===== config.mk =====
export PLATFORM = sky130hd
export DESIGN_NAME = gray_counter
export DESIGN_NICKNAME = d
export VERILOG_FILES = /design/src/rtl/gray_pkg.sv /design/src/rtl/gray2bin_conv.sv /design/src/rtl/gray_counter.sv
export SDC_FILE = /design/constraint.sdc
export NUM_CORES = 1
export LEC_CHECK = 0
export ABC_AREA = 1
export BUFFER_PORTS_ARGS = -buffer_cell sky130_fd_sc_hd__clkbuf_2
export CAP_MARGIN = 10
export CELL_PAD_IN_SITES_DETAIL_PLACEMENT = 1
export CELL_PAD_IN_SITES_GLOBAL_PLACEMENT = 2
export CORE_MARGIN = 3
export CORE_UTILIZATION = 27
export DETAILED_ROUTE_END_ITERATION = 12
export MAX_ROUTING_LAYER = met4
export PLACE_DENSITY_LB_ADDON = 0.1
export SYNTH_ARGS = -nofsm -noshare
export SYNTH_HDL_FRONTEND = slang
export SYNTH_SLANG_ARGS = --single-unit

===== constraint.sdc =====
create_clock -name clk -period 2.7 [get_ports clk]
set_input_delay 0 -clock clk [delete_from_list [all_inputs] [get_ports clk]]
set_output_delay 0 -clock clk [all_outputs]
set_load 0.005 [all_outputs]

===== src/rtl/gray_pkg.sv =====
`default_nettype none
// ============================================================================
// Module      : gray_pkg
// Description : Shared constants and Gray/binary helper functions for the
//               Gray-code counter family. The helpers work on the maximum
//               width; narrower values are zero-extended in and truncated out.
//               Leading zeros do not change either mapping.
// Revision    : 1.0 - initial release
// ============================================================================
package gray_pkg;

  localparam int GRAY_MAX_WIDTH = 32;

  // Binary to Gray: each Gray bit is the XOR of adjacent binary bits.
  function automatic logic [GRAY_MAX_WIDTH-1:0] bin2gray(
    input logic [GRAY_MAX_WIDTH-1:0] b
  );
    return b ^ (b >> 1);
  endfunction

  // Gray to binary: each binary bit is the XOR of all Gray bits at or above it.
  function automatic logic [GRAY_MAX_WIDTH-1:0] gray2bin(
    input logic [GRAY_MAX_WIDTH-1:0] g
  );
    logic [GRAY_MAX_WIDTH-1:0] b;
    b[GRAY_MAX_WIDTH-1] = g[GRAY_MAX_WIDTH-1];
    for (int i = GRAY_MAX_WIDTH - 2; i >= 0; i--) begin
      b[i] = b[i+1] ^ g[i];
    end
    return b;
  endfunction

endpackage
`default_nettype wire


===== src/rtl/gray2bin_conv.sv =====
`default_nettype none
// ============================================================================
// Module      : gray2bin_conv
// Description : Purely combinational WIDTH-bit Gray-to-binary converter.
//               Generalised successor of the fixed 4-bit converter; usable
//               standalone.
// Revision    : 1.0 - initial release
// ============================================================================
module gray2bin_conv #(
  parameter int WIDTH = 4
) (
  input  logic [WIDTH-1:0] i_gray,
  output logic [WIDTH-1:0] o_bin
);

  // Each binary bit is the reduction XOR of the Gray bits from MSB down to it.
  // Written as a per-bit reduction rather than a ripple chain so that no
  // vector feeds back into itself.
  for (genvar i = 0; i < WIDTH; i++) begin : g_bit
    assign o_bin[i] = ^i_gray[WIDTH-1:i];
  end

endmodule
`default_nettype wire


===== src/rtl/gray_counter.sv =====
`default_nettype none
// ============================================================================
// Module      : gray_counter
// Description : Registered Gray-code up/down counter with Gray-coded load,
//               simultaneous registered Gray and binary views, and a one-cycle
//               wrap pulse. A binary register is the master state; the Gray
//               register is loaded from the same next value on the same edge.
// Options     : GRAY_COUNTER_SAT_EN - when defined, counting saturates at the
//               ends of the range and wrap flags every blocked step.
// Revision    : 1.0 - initial release
// ============================================================================
module gray_counter
  import gray_pkg::*;
#(
  parameter int               WIDTH   = 4,
  parameter logic [WIDTH-1:0] RST_VAL = '0
) (
  input  logic             clk,
  input  logic             rst,
  input  logic             en,
  input  logic             up_dn,
  input  logic             load,
  input  logic [WIDTH-1:0] load_gray,
  output logic [WIDTH-1:0] gray_out,
  output logic [WIDTH-1:0] bin_out,
  output logic             wrap
);

  localparam logic [WIDTH-1:0] c_RST_GRAY = RST_VAL ^ (RST_VAL >> 1);
  localparam logic [WIDTH-1:0] c_ONE      = WIDTH'(1);

  logic [WIDTH-1:0] r_cnt;
  logic [WIDTH-1:0] r_gray;
  logic             r_wrap;

  logic [WIDTH-1:0] w_load_bin;
  logic [WIDTH-1:0] w_next_cnt;
  logic [WIDTH-1:0] w_next_gray;
  logic             w_next_wrap;
  logic             w_at_max;
  logic             w_at_min;

  gray2bin_conv #(
    .WIDTH (WIDTH)
  ) u_load_conv (
    .i_gray (load_gray),
    .o_bin  (w_load_bin)
  );

  assign w_at_max = &r_cnt;
  assign w_at_min = ~|r_cnt;

  // Next count and wrap flag: load beats counting, counting beats hold.
  always_comb begin
    w_next_cnt  = r_cnt;
    w_next_wrap = 1'b0;
    if (load) begin
      w_next_cnt = w_load_bin;
    end else if (en) begin
      if (up_dn) begin
`ifdef GRAY_COUNTER_SAT_EN
        w_next_cnt  = w_at_max ? r_cnt : r_cnt + c_ONE;
`else
        w_next_cnt  = r_cnt + c_ONE;
`endif
        w_next_wrap = w_at_max;
      end else begin
`ifdef GRAY_COUNTER_SAT_EN
        w_next_cnt  = w_at_min ? r_cnt : r_cnt - c_ONE;
`else
        w_next_cnt  = r_cnt - c_ONE;
`endif
        w_next_wrap = w_at_min;
      end
    end
  end

  // Gray view derived from the next binary value so both registers agree.
  assign w_next_gray = WIDTH'(bin2gray(GRAY_MAX_WIDTH'(w_next_cnt)));

  // State registers with asynchronous reset to the configured start value.
  always_ff @(posedge clk or posedge rst) begin
    if (rst) begin
      r_cnt  <= RST_VAL;
      r_gray <= c_RST_GRAY;
      r_wrap <= 1'b0;
    end else begin
      r_cnt  <= w_next_cnt;
      r_gray <= w_next_gray;
      r_wrap <= w_next_wrap;
    end
  end

  assign bin_out  = r_cnt;
  assign gray_out = r_gray;
  assign wrap     = r_wrap;

endmodule
`default_nettype wire


# After elaboration in Yosys (flattened, before gate mapping)
# Cells that the tools add are included.
[classes]
add_sub_neg = 2
n_mux = 6
bitwise = 1
reduce_logical = 6
[ops]
columns = ["op", "count"]
rows = [
  ["$mux 4", 3],
  ["$add 4x1->4 const B", 1],
  ["$reduce_and 4->1", 1],
  ["$reduce_or 4->1", 1],
  ["$reduce_xor 4->1", 1],
  ["$sub 4x1->4 const B", 1],
  ["$xor 4x3->4", 1],
  ["$mux 1", 3],
  ["$reduce_xor 3->1", 1],
  ["$reduce_xor 2->1", 1],
  ["$logic_not 1->1", 1],
]
[word_totals]
regBits = 9
output_inout_bits = 9

# Depth between registers and ports, before layout
# Gate-level depths: netlist of the first run.
[depth]
ltp_word = 5
mapped_depth = 11
mapped_depth_nobuf = 11

# Hierarchy
# From an unflattened synthesis of the first run, not the netlist that was laid out.
[hier_totals]
hier_cells = 84
hier_area_um2 = 581.8
[modules_own_cells]
columns = ["mod", "n_inst", "cells_per_inst", "area_per_inst_um2", "seq_area_each_um2"]
rows = [
  ["gray_counter", 1, 63, 491.7, 200.2],
  ["gray2bin_conv", 1, 21, 90.1, 0.0],
]

# Least setup slack after synthesis of the first run
# No wires, ideal clock.
[synth_timing]
kind = "flip-flop to flip-flop"
start = "reg r_cnt[0] (netlist: bin_out[0])"
end = "reg r_gray[2] (netlist: gray_out[2])"
setup_ns = 0.116
t_arrival_ns = 1.437
setup_slack_ns = 1.147
path_stages_with_launch = 10
n_path_buf = 0
period_less_slack_ns = 1.553
path_cell_list = "dfrtp_1 -> inv_1 -> fa_1 -> or2_1 -> nand3_1 -> nand2_1 -> nand2_2 -> inv_1 -> nand3_1 -> nand2_1"
[synth_between]
elab_chain_len = 5
[synth_lines]
columns = ["item", "line_no", "text"]
rows = [
  ["start, declared", "gray_counter.sv:32", "logic [WIDTH-1:0] r_cnt;"],
  ["start signal, assigned", "gray_counter.sv:88", "r_cnt <= w_next_cnt;"],
  ["$sub 4x1->4 or $add 4x1->4 (tied branches)", "gray_counter.sv:71, gray_counter.sv:64", ""],
  ["$mux 4 *", "gray_counter.sv:60", "if (up_dn) begin"],
  ["$mux 4 *", "gray_counter.sv:59", "end else if (en) begin"],
  ["$mux 4 *", "gray_counter.sv:57", "if (load) begin"],
  ["via w_next_cnt[2]", "gray_counter.sv:37", "logic [WIDTH-1:0] w_next_cnt;"],
  ["$xor 4x3->4 *", "gray_pkg.sv:18", "return b ^ (b >> 1);"],
  ["via w_next_gray[2]", "gray_counter.sv:38", "logic [WIDTH-1:0] w_next_gray;"],
  ["end signal, assigned", "gray_counter.sv:85", "r_gray <= c_RST_GRAY;"],
  ["end signal, assigned", "gray_counter.sv:89", "r_gray <= w_next_gray;"],
  ["end, declared", "gray_counter.sv:33", "logic [WIDTH-1:0] r_gray;"],
]
# The timed path passes the listed nets; every way through them passes the cells marked *.

# Final worst setup path of the first run
# Ends and elaborated chain as after synthesis.

==> summary by stage, run 1 <==
Synthesis
Sorting the synthesized cells by how often they occur yields nand2_1 (27), inv_1 (10), dfrtp_1 (8). The commonest register cell after synthesis is dfrtp_1. The cell type with the highest aggregate area in the netlist is dfrtp_1. The number of warnings reported in the yosys synthesis log is 0.

In the post-synthesis netlist, the cell with the most instances is nand2_1. The number of enable-type register cells in the synthesized netlist is 0. Synthesis produced a netlist with a net count of 92. Yosys mapped the design onto 20 distinct sky130hd cell types.

The area of the mapped netlist is ~570 µm². Counting flops and latches in the post-synthesis netlist gives 8. In the synthesized netlist the async set-or-reset flop fraction comes to 100%. The synthesized design devotes to its leading area cell type a little over a third of total area.

In this run the mean area of a mapped cell was about 7.1 µm². Yosys attributes the largest share of cell area to dfrtp_1 (35%), nand2_1 (18%), inv_1 (6.6%). The post-synthesis instance total is 80. Summing the sequential cell areas from Yosys gives a little over a third of the chip area.

Clock network
The later pin in the worst-skew pair is clocked with a latency of 260 ps. The number of clock sinks is 8. The TritonCTS clock tree is yes. In this run the number of H-tree levels came out at 1.

The root buffer cell is clkbuf_4. No sink is reached through more buffers than the 2 on the longest clock path. The post-CTS setup buffer count is 0. Clock-pin slew was measured on the worst setup and hold paths at ~60 ps.

The number of buffers added by the clock tree synthesis step is 3. In this run, post-CTS repair resized a total of 0 instances.

Job
The tool flagged a number of max-cap violations equal to 0.

Outcome
The flow ran to the end, and the final reports show no timing, DRC or antenna violations.

Global routing
The via count of the first global-routing pass is about 520. The first-pass GRT wire length is about 2400 µm. The initial antenna violation count came to 0. The total overflow left after global routing is 0.

The global routing usage summed across all routing layers is roughly an eighth. The pin count of the biggest net entering global routing is 10.

Power and ir drop
In this run switching power makes up about a third of total power. The fraction of power consumed by combinational cells is 34.0%. In this run the power density over the cells is 534 mW/mm². Of the total power, registers draw roughly two fifths. The maximum ir drop on the vdd rail is roughly 0.21 mV.

The switching power total is around 130 µW. The leakage power is ~0.00041 µW. The total design power is ~380 µW.

The power share of the clock group is 25.3%. The cell-internal power is 245 µW.

Detailed routing
The detailed router placed between 500 and 600 vias in this run. The iteration count of the initial detailed-routing pass is 3. In this run, the number of DRC markers left after iteration 0 of detailed routing was 1. The count of nets left with antenna violations once routing finished came out at 0.

After detailed routing, the number of remaining DRC violations is 0. The final routed wirelength across all metal layers is approximately 1400 µm. The routed length per placed instance is 11.1 µm.

The vias per cell is approximately 4.3.

Placed design
The congestion estimate from routability-driven global placement came to around 0.8. The half-perimeter wire length after detailed placement is approximately 1200 µm. The number of port buffers is 17.

STA
The final setup TNS is 0 ps. Across the routed clock network, the largest skew measured is 5.74 ps. The minimum clock period is between 1500 and 2000 ps.

Setup repair after global routing left no endpoint under its margin. The worst slew margin relative to its limit is slightly below 80%. The worst slack on hold paths is 59.3 ps. Dividing the final minimum period by the clock period gives about 63%. The count of final max-slew check failures came to 0.

Timing would allow up to a little under 600 MHz. Setup violations remaining at the end of the flow were counted as 0. The slew of the pin with the lowest slew margin is 334 ps.

The final hold violation count was 0.

Setup path
The worst register-to-register path begins at bin_out[0]. The worst path arrival time is 1840 ps. The sort of element at the end of the critical path is a register. In this run the worst path has a maximum fanout of 5. The data required time of the critical path is between 2000 and 3000 ps.

The origin of the worst setup path is bin_out[0]. The critical path start-end classification is reg2reg. STA classifies the critical path startpoint as a register.

Floorplan
The overall die area is 0.00271 mm². The effective utilization at floorplan is between 20 and 30%. Row generation in the floorplan step produced 16 rows.

From left edge to right edge, the die measures ~52 µm. The vertical die dimension is approximately 52 µm. The I/O pin count is 18. The total core area is a little under 0.002 mm².

Final layout
The repair_antennas step left the layout with diodes totalling 0. Compared with the post-synthesis result, the final layout area differs by 23.9%. The layout net count is 113. The ratio of cells with drive above 1 in the final layout is a little under a third.

Hold path
The startpoint of the worst hold path is load. The worst hold path belongs to the class in2reg.
==> layout by cell type, fill, tap and decap left out <==
| cell | synthesis | final |
|---|---|---|
| nand3_2 | 1 | 1 |
| nand3_1 | 6 | 6 |
| xor2_1 | 1 | 1 |
| dfrtp_1 | 8 | 8 |
| clkbuf_2 | 0 | 17 |
| nor2_1 | 1 | 1 |
| o21ai_1 | 1 | 1 |
| nor4_1 | 1 | 1 |
| inv_2 | 4 | 4 |
| nand3b_1 | 1 | 1 |
| inv_1 | 10 | 10 |
| fa_1 | 1 | 1 |
| clkbuf_4 | 0 | 3 |
| a21oi_1 | 3 | 3 |
| nand2_1 | 27 | 27 |
| dlygate4sd3_1 | 0 | 1 |
| nor3_1 | 2 | 2 |
| xnor2_1 | 1 | 1 |
| o21ai_2 | 1 | 1 |
| ha_1 | 2 | 2 |
| nand2_2 | 4 | 4 |
| or2_1 | 3 | 3 |
==> repair_timing <==
item,in CTS,in global routing
hold endpoints to repair,8,0
setup endpoints to repair,0,0
hold buffers,1,0
==> power by group through the flow <==
stage | Combinational, µW | Sequential, µW | Clock (µW)
after CTS | 132 | 155 | 99.1
after global placement | 130 | 156 | 0
final | 128 | 154 | 95.6
after global routing | 152 | 158 | 109
after detailed placement | 130 | 157 | 0
after floorplan | 82.8 | 156 | 0
==> path summary, 6_finish.rpt <==
path	end	slack [ps]	cells after the start
min	wrap	60	2
max in group asynchronous	bin_out[1]	2220	3
min reg2reg	wrap	690	2
max reg2reg	gray_out[2]	1010	9
min in group asynchronous	bin_out[3]	230	3
max	gray_out[2]	1010	9
==> area by class of cell <==
cell class                 count  area [µm²]
multi-input combinational     56         304
timing repair buffer          18        95.1
clock buffer                   3        22.5
sequential                     8         200
tap                           27        33.8
inverter                      14        52.6
fill                         265        1270
==> registers in the layout, indices dropped and copies added (netlist names) <==
signal	count
wrap	1
gray_out	3
bin_out	4
==> logic make-up after synthesis <==
group	share of synthesized area (%)
AO/OA/AOI/OAI	5.03
XOR/XNOR	3.06
adder cells (fa/ha/maj)	7.88
buffers and inverters	11.8
flip-flops	35.0
AND/OR/NAND/NOR	37.2
==> critical path: stages (launching register included) <==
cell,delay [ps]
dfrtp_1,430
inv_1,120
fa_1,410
or2_1,240
nand3_1,70
nand2_1,60
nand2_2,100
inv_1,50
nand3_1,70
nand2_1,50
==> through the flow <==
stage / std cells / utilization [%] / cell area (µm²) / worst slack, ps
5_1_grt: 126 / 35.7 / 708 / 868
3_5_place_dp: 122 / 34.1 / 676 / 984
6_report: 126 / 35.7 / 708 / 1010
2_1_floorplan: 80 / - / 572 / 1150
3_3_place_gp: 122 / 34.1 / 676 / 1040
4_1_cts: 126 / 35.7 / 708 / 983
==> routing by layer <==
metal | track usage, % | share of wire, % | vias to the layer above
li1 | - | - | 287
met1 | 15.0 | 45 | 246
met2 | 20.9 | 50 | 11
met3 | 3.72 | 4.4 | 0
met4 | 3.93 | 0 | 0
met5 | - | 0 | -
Power figures use the tool's default switching activity.
==> run 2: changes to the inputs <==
--- a/config.mk
+++ b/config.mk
@@ -11,7 +11,7 @@
 export CELL_PAD_IN_SITES_DETAIL_PLACEMENT = 1
 export CELL_PAD_IN_SITES_GLOBAL_PLACEMENT = 2
 export CORE_MARGIN = 3
-export CORE_UTILIZATION = 27
+export CORE_UTILIZATION = 25
 export DETAILED_ROUTE_END_ITERATION = 12
 export MAX_ROUTING_LAYER = met4
 export PLACE_DENSITY_LB_ADDON = 0.1
==> constraint.sdc (replaced) <==
create_clock -name clk -period 1.77 [get_ports clk]
set_input_delay 0 -clock clk [delete_from_list [all_inputs] [get_ports clk]]
set_output_delay 0 -clock clk [all_outputs]
set_load 0.005 [all_outputs]
==> summary by stage, run 2 (same netlist as run 1, synthesis figures left out) <==
Global routing
The initial antenna violation count is 0 (unchanged). The pin count of the biggest net entering global routing is 10 (unchanged). The global routing usage summed across all routing layers is 12.7% (-0.046 points). The overflow left after global routing is 0 (unchanged). The via count of the first global-routing pass is 552 (+5.3%).

The first-pass GRT wire length came to 2480 µm (+2.3%).

Floorplan
The vertical die dimension was 53.8 µm (+3.5%). The width of the die is 53.8 µm (+3.5%). The I/O pin count came to 18 (unchanged). The total core area is 0.00206 mm² (+4.0%). The overall die area is 0.00290 mm² (+7.1%). The total number of placement rows was 16 (unchanged). The effective utilization at floorplan came to 27.7% (-1.1 points).

Detailed routing
The post-route DRC violation count is 0 (unchanged). The total via count in the routed design is 554 (+1.8%). The iteration count of the initial detailed-routing pass came to 1 (-2). The violation count after the first detailed-routing iteration is 0 (-1). The final routed wirelength across all metal layers came to 1420 µm (+1.6%).

The routed length per placed instance is 11.1 µm (about the same). The remaining antenna violation count after routing is 0 (unchanged). The vias per cell is 4.33 (+0.25%).

Setup path
STA classifies the critical path endpoint as a register. The delay of the slowest cell on the worst path was 400 ps (-30 ps). The setup path with the least slack is of type reg2reg. Walking the worst path, the cells encountered are inv_1 > fa_1 > or2_1 > nand3_1 > nand2_1 > nand2_2 > inv_1 > nand3_1 > nand2_1. The slowest cell on the critical path is fa_1. The worst path arrival time is 1710 ps (-130 ps). The highest fanout seen on the critical path came to 4 (-1). The data required time of the critical path is 1910 ps (-940 ps). The worst setup path is launched from a register.

STA
The post-route fraction of the period consumed by the critical path is 88.8% (+26 points). The minimum clock period is 1570 ps (-118 ps). The final hold violation count is 0 (unchanged).

The worst slew margin relative to its limit is 79.2% (+1.5 points). The count of final max-slew check failures was 0 (unchanged). The achievable clock frequency was 636 MHz (+7.5%).

The slew of the pin with the lowest slew margin is 311 ps (-22.4 ps). The final count of negative-setup-slack endpoints is 0 (unchanged). The final setup TNS is 0 ps (unchanged). Setup repair after global routing left no endpoint under its margin.

The worst setup margin is 198 ps (-812 ps). The final setup skew is 5.17 ps (-0.577 ps).

Final layout
The number of flip-flops under the largest register name is 4 (unchanged). The total non-filler cell area in the finished layout is 723 µm² (+2.1%). Relative to the synthesized area, the layout overhead comes to 26.5%. The top cell types in the final layout, fill and taps aside, are nand2_1 (27), clkbuf_2 (17), inv_1 (10). The ratio of cells with drive above 1 in the final layout is 31.7% (+1.4 points). The layout net count is 115 (+1.8%). The end-of-flow core utilization is 35.1% (-0.66 points).

The total of fill cells in the finished design is 277 (+4.5%). The register cell area after layout is 200 µm² (unchanged). The number of cells in the finished layout apart from fillers is 128 (+1.6%). The library cell used most frequently in the layout, excluding fill and tap cells, is nand2_1.

The area of the multi-input gates is 304 µm² (unchanged). The count of inserted antenna diode cells was 0 (unchanged).

Placed design
The cell count after placement came to 123 (+0.82%). The half-perimeter wire length after detailed placement is 1210 µm (+0.83%). The worst setup slack before clock tree synthesis is 132 ps (-852 ps). The final RePlAce weighted congestion is 0.729 (-6.4%).

The number of port buffers came to 17 (unchanged). The area after detailed placement was 683 µm² (+1.1%).

Power and ir drop
The power share of the clock group came to 23.7% (-1.6 points). The fraction of power consumed by combinational cells came to 36.8% (+2.8 points). The leakage power is 0.000416 µW (+2.4%). The maximum ir drop on the vdd rail came to 0.313 mV (+50%). The part of the power in registers is 39.5% (-1.3 points). The switching power total came to 197 µW (+47%). The power density relative to cell area is 801 mW/mm² (+50%).

The cell-internal power is 382 µW (+56%). The switching power as a share of total power is 34.0% (-1.3 points).

Clock network
The root buffer cell is clkbuf_4. The number of buffers added by the clock tree synthesis step was 3 (unchanged). TritonCTS built the clock tree.

The number of resized instances in the post-cts repair step came to 0 (unchanged). The maximum number of buffers from clock root to sink is 2 (unchanged). The clock insertion delay at the later pin of the skew report is 250 ps (about the same).

The clock edge transition at the registers on the reported setup and hold paths is 50 ps (about the same). The number of clock sinks was 8 (unchanged). The maximum level of the CTS H-tree is 1 (unchanged).

Hold path
The class of the tightest hold or removal check is in2reg.

Job
The total of max-cap violations is 0 (unchanged).

Outcome
The run finished with clean final reports.
==> run 2: cell count changes in the layout (fill, tap and decap cells not counted), sizes merged <==
cell / change
buf: +2
==> run 2: final cells by class <==
type	instances	share of cell area, %
multi-input combinational	56	42.0
inverter	14	7.27
clock buffer	3	3.11
sequential	8	27.7
timing repair buffer	20	15.2
tap	27	4.67
==> run 2: final timing paths <==
path,startpoint,endpoint,slack (ps),depth (start not counted)
worst min register to register,bin_out[2],wrap,690,3
worst max-delay path,bin_out[0],gray_out[2],200,9
worst min-delay path,load,wrap,70,2
worst max register to register,bin_out[0],gray_out[2],200,9
max in group asynchronous,rst,bin_out[2],1300,3
min in group asynchronous,rst,bin_out[0],230,3
==> run 2: layer usage <==
metal  GRT usage (%)  wire [µm]  up-vias
met5               -          0        -
met4            3.83          0        0
met3            4.16         85        0
met2            20.6        719       16
met1            14.9        618      247
li1                -          -      291
==> run 2: timing repair <==
| item | CTS | global route |
|---|---|---|
| setup endpoints to repair | 0 | 3 |
| endpoints found under the hold margin | 8 | 0 |
| buffers inserted | 0 | 1 |
| hold buffers | 1 | 0 |
==> run 2: per-stage QoR <==
stage	total power, µW	hold slack [ps]
finish	579	65.7
detailed placement	444	-50.5
floorplan	364	-184
global route	649	86.0
CTS	593	58.7
global placement	445	-53.4
==> run 2: power by group through the flow <==
stage / Clock [µW] / Combinational, µW / Sequential (µW)
2_1_floorplan: 0 / 126 / 238
3_5_place_dp: 0 / 210 / 235
6_report: 137 / 213 / 228
5_1_grt: 161 / 254 / 233
3_3_place_gp: 0 / 212 / 233
4_1_cts: 148 / 213 / 231
==> run 2: critical path, delay by kind of cell (launching register included) <==
family,cells,cell delay [ps]
buffers and inverters,2,130
DFF,1,360
adders and majority gates,1,400
and+or+nand+nor,6,560
